===== src/rtl/chargen.sv =====
// Cyclic character generator: steps a registered 8-bit character from INITCHAR
// to LASTCHAR and wraps. A chip-select advances it and a write strobe restarts it.
module chargen #(
    parameter logic [7:0] INITCHAR = 8'h61,
    parameter logic [7:0] LASTCHAR = 8'h63
) (
    input  logic       clk,
    input  logic       n_rst,
    input  logic       n_cs,
    input  logic       n_wr,
    output logic [7:0] port
);

    if (INITCHAR > LASTCHAR) begin : g_bad_range
        $error("chargen: INITCHAR must not exceed LASTCHAR");
    end

    logic [7:0] char_r;
    logic [7:0] next_s;

    // Next-character selection; out-of-range or unknown values fall back to INITCHAR
    always_comb begin
        next_s = char_r;
        if (n_cs == 1'b1) begin
            if (n_wr == 1'b1) begin
                next_s = INITCHAR;
            end else if ((char_r >= INITCHAR) && (char_r < LASTCHAR)) begin
                next_s = char_r + 8'd1;
            end else begin
                next_s = INITCHAR;
            end
        end else begin
            next_s = char_r;
        end
    end

    // Character register with synchronous reset
    always_ff @(posedge clk) begin
        if (n_rst == 1'b1) begin
            char_r <= INITCHAR;
        end else begin
            char_r <= next_s;
        end
    end

    assign port = char_r;

endmodule


===== config.mk =====
export PLATFORM = sky130hd
export DESIGN_NAME = chargen
export DESIGN_NICKNAME = d
export VERILOG_FILES = /design/src/rtl/chargen.sv
export SDC_FILE = /design/constraint.sdc
export NUM_CORES = 1
export LEC_CHECK = 0
export ABC_AREA = 1
export CAP_MARGIN = 5
export CORE_AREA = 2 2 39 41
export CTS_CLUSTER_SIZE = 20
export DETAILED_ROUTE_END_ITERATION = 10
export DIE_AREA = 0 0 41 43
export SYNTH_ARGS = -nofsm -noshare
export SYNTH_HDL_FRONTEND = slang
export SYNTH_SLANG_ARGS = --single-unit
export TNS_END_PERCENT = 1

===== constraint.sdc =====
create_clock -name clk -period 1.5 [get_ports clk]
set_clock_uncertainty 0.15 [all_clocks]
set_input_delay 0.3 -clock clk [delete_from_list [all_inputs] [get_ports clk]]
set_output_delay 0.3 -clock clk [all_outputs]
set_load 0.1 [all_outputs]

==> metrics.md <==
| Metric | Value |
|---|---|
| Vias per cell | 4.027 |
| Top area cells in the synthesized netlist | dfxtp_1, ha_1, nor2_1 |
| Sequential element share of the synthesized area | 48.48% |
| Max VDD drop | 0.3728 mV |
| Number of buffers inserted during clock tree synthesis | 3 |
| Vertical die dimension | roughly 43 um |
| Total power | 0.4904 mW |
| Die area | ~1800 sq um |
| Most used standard cell by instance count after synthesis | nor2_1 |
| Pleak | 0.2711 nW |
| Run status | finished clean |
| Unrepaired setup endpoints after global routing | no |
| Net count, final | 67 |
| Path type of the worst min-delay path | reg2reg |
| Ys flop type | dfxtp_1 |
| FFs w/ async S/R, synth | 0% |
| GRT Util Overall | 9.859% |
| Width of the die | 41 um |
| Required time reported for the critical path endpoint | 1050 ps |
| Antenna diode instance count | 0 |
| Clock H-tree levels | 1 |
| Hold wc startpoint | port[2]$_SDFFE_PP0P_ |
| Number of nets with antenna violations after detailed routing | 0 |
| Number of antenna violations at the first check in global routing | 0 |
| Hpwl dp | about 520 um |
| Number of synthesized flops with an enable pin | 0 |
| Count of fill cells added during filler insertion | about 150 |
| Final setup margin | ~250 ps |
| Actual slew at the worst max-slew pin | between 200 and 250 ps |
| Post CTS Setup Buffer Count | 0 |
| CTS Hold Buffers Added | 0 |
| Clock sink count | 8 |
| Post-Route WL | roughly 640 um |
| Netlist cell types | 11 |
| Core Region | between 1000 and 1500 sq um |
| Launching point of the worst reg2reg path | port[0]$_SDFFE_PP1P_ |
| Data arrival time of the critical path | 800 ps |
| Layout-stage area growth over the synthesis result | 78.41% |
| Cell family with most CP delay | flip-flops |
| Library cell used as clock root buffer | clkbuf_4 |
| Netlist area before placement | about 330 sq um |
| Syn Area/Cell | ~7.7 sq um |
| CTS tree | yes |
| Element type at the critical path end | output pin |
| Cell with the biggest individual delay on the critical path | dfxtp_4 |
| Crit. Startpoint | port[0]$_SDFFE_PP1P_ |
| Number of I/O port buffers | 11 |
| Final worst path period need | 1250 ps |
| Cells along the critical path | buf_12 |
| Number of top-level pins | 12 |
| Period Utilization, post-route | around 83% |
| Synthesized net count | 50 |
| Clock input transition at the sequential cells of the worst setup and hold paths | ~50 ps |
| Yosys warning total | 0 |
| Cell type with the highest aggregate area in the netlist | dfxtp_1 |
| Crit path buf inv count | 1 |
| Final cell utilization of the core | approximately 43% |
| Number of core rows | 14 |
| Number of max-slew violations in the final report | 0 |
| Number of flip-flops in the largest register | 8 |
| Average wire per cell in the routed design | about 8.5 um |
| Synth cell count leaders | nor2_1, dfxtp_1, inv_1, nand2_1 |
| Clock tree buffer depth | 2 |
| Weighted congestion reported at the end of routability-driven placement | 0.7058 |
| Share of cells above drive strength 1 | a little over a third |
| Number of setup violations in the final report | 0 |
| Synthesized flop and latch total | 8 |
| Startpoint types | flop |
| Power density over the cells | 832.1 nW/um^2 |
| Final-report hold violation count | 0 |
| Synthesized netlist cell count | 43 |
| Number of global-route vias before repair | about 280 |
| Vias | roughly 300 |
| Top fanout value on the critical path | 4 |
| # DRC | 0 |
| Tightest slew margin relative to the limit | between 80 and 90% |
| Minimum setup slack after placement | about 35 ps |
| Yosys top cell area share | 48.48% |
| Pin count of the biggest net entering global routing | 8 |
| Length of the first detailed-routing pass in iterations | 2 |
| Iteration-0 DRC Markers | 2 |
| Max-capacitance violation count | 0 |
| Type of the worst setup path | reg2out |
| Delay contributed by the slowest stage of the critical path | between 300 and 400 ps |
| GR Overflow Total | 0 |
| Starting density of the core | between 20% and 30% |
| Wire length of the first global-routing pass | ~1.1 mm |
| Setup Total Neg Slack | 0 ps |
| Highest attainable clock frequency | 0.8000 GHz |
| Latest clock arrival within the worst-skew pair | between 200 and 300 ps |
| Gates resized, CTS repair | 0 |
[cells in the final DEF, fill, tap and decap left out]
cell / n
a21oi_1: 1
buf_12: 8
buf_4: 1
clkbuf_1: 1
clkbuf_4: 3
clkdlybuf4s50_1: 3
dfxtp_2: 6
dfxtp_4: 2
ha_1: 3
inv_1: 7
nand2_1: 7
nand3_1: 3
nor2_1: 9
nor2_2: 1
nor3_1: 1
o21ai_0: 2
o21ai_1: 1
[metrics by stage]
stage                     cells  instance area (sq um)  hold slack (ps)
final                        75                  589.3            315.7
after global routing         75                  589.3            338.1
after CTS                    75                  589.3            320.3
after detailed placement     71                  563.0            308.2
after global placement       71                  563.0            317.4
after floorplan              43                  345.3            214.4
[final cells by class]
class	instances	area [sq um]	area share, %
Timing Repair Buffer	12	197.7	33.55
Sequential cell	8	175.2	29.72
Multi-Input combinational cell	28	143.9	24.42
Tap cell	16	20.02	3.397
Clock buffer	4	26.28	4.459
Inverter	7	26.28	4.459
[per-layer routing]
metal / GRT usage [%] / vias to the layer above / wire (um)
met2: 12.50 / 10 / 282
met4: 6.000 / 0 / 14
met1: 11.97 / 127 / 287
met3: 6.283 / 2 / 56
li1: - / 163 / -
met5: 0 / - / 0
[cells by family (layout without fill, tap and decap cells)]
group                      count (synthesis)  after routing  synth area share [%]
AOI/OAI and AO/OA                          4              4                 6.058
and+or+nand+nor                           21             21                 26.14
buffers and inverters                      7             23                 7.956
adders and majority gates                  3              3                 11.36
DFF                                        8              8                 48.48
[power breakdown]
part           internal, mW  switching (mW)
sequential            0.217         0.00630
combinational        0.0361          0.0555
clock                 0.102          0.0740
total                 0.355           0.136
[worst paths after layout]
kind              cells after the start  slack, ps                    to
hold reg to reg                       2        320  port[2]$_SDFFE_PP0P_
setup reg to reg                      7        280  port[1]$_SDFFE_PP0P_
hold / removal                        2        320  port[2]$_SDFFE_PP0P_
setup / recovery                      1        250               port[0]
(Power assumes the default switching activity.)
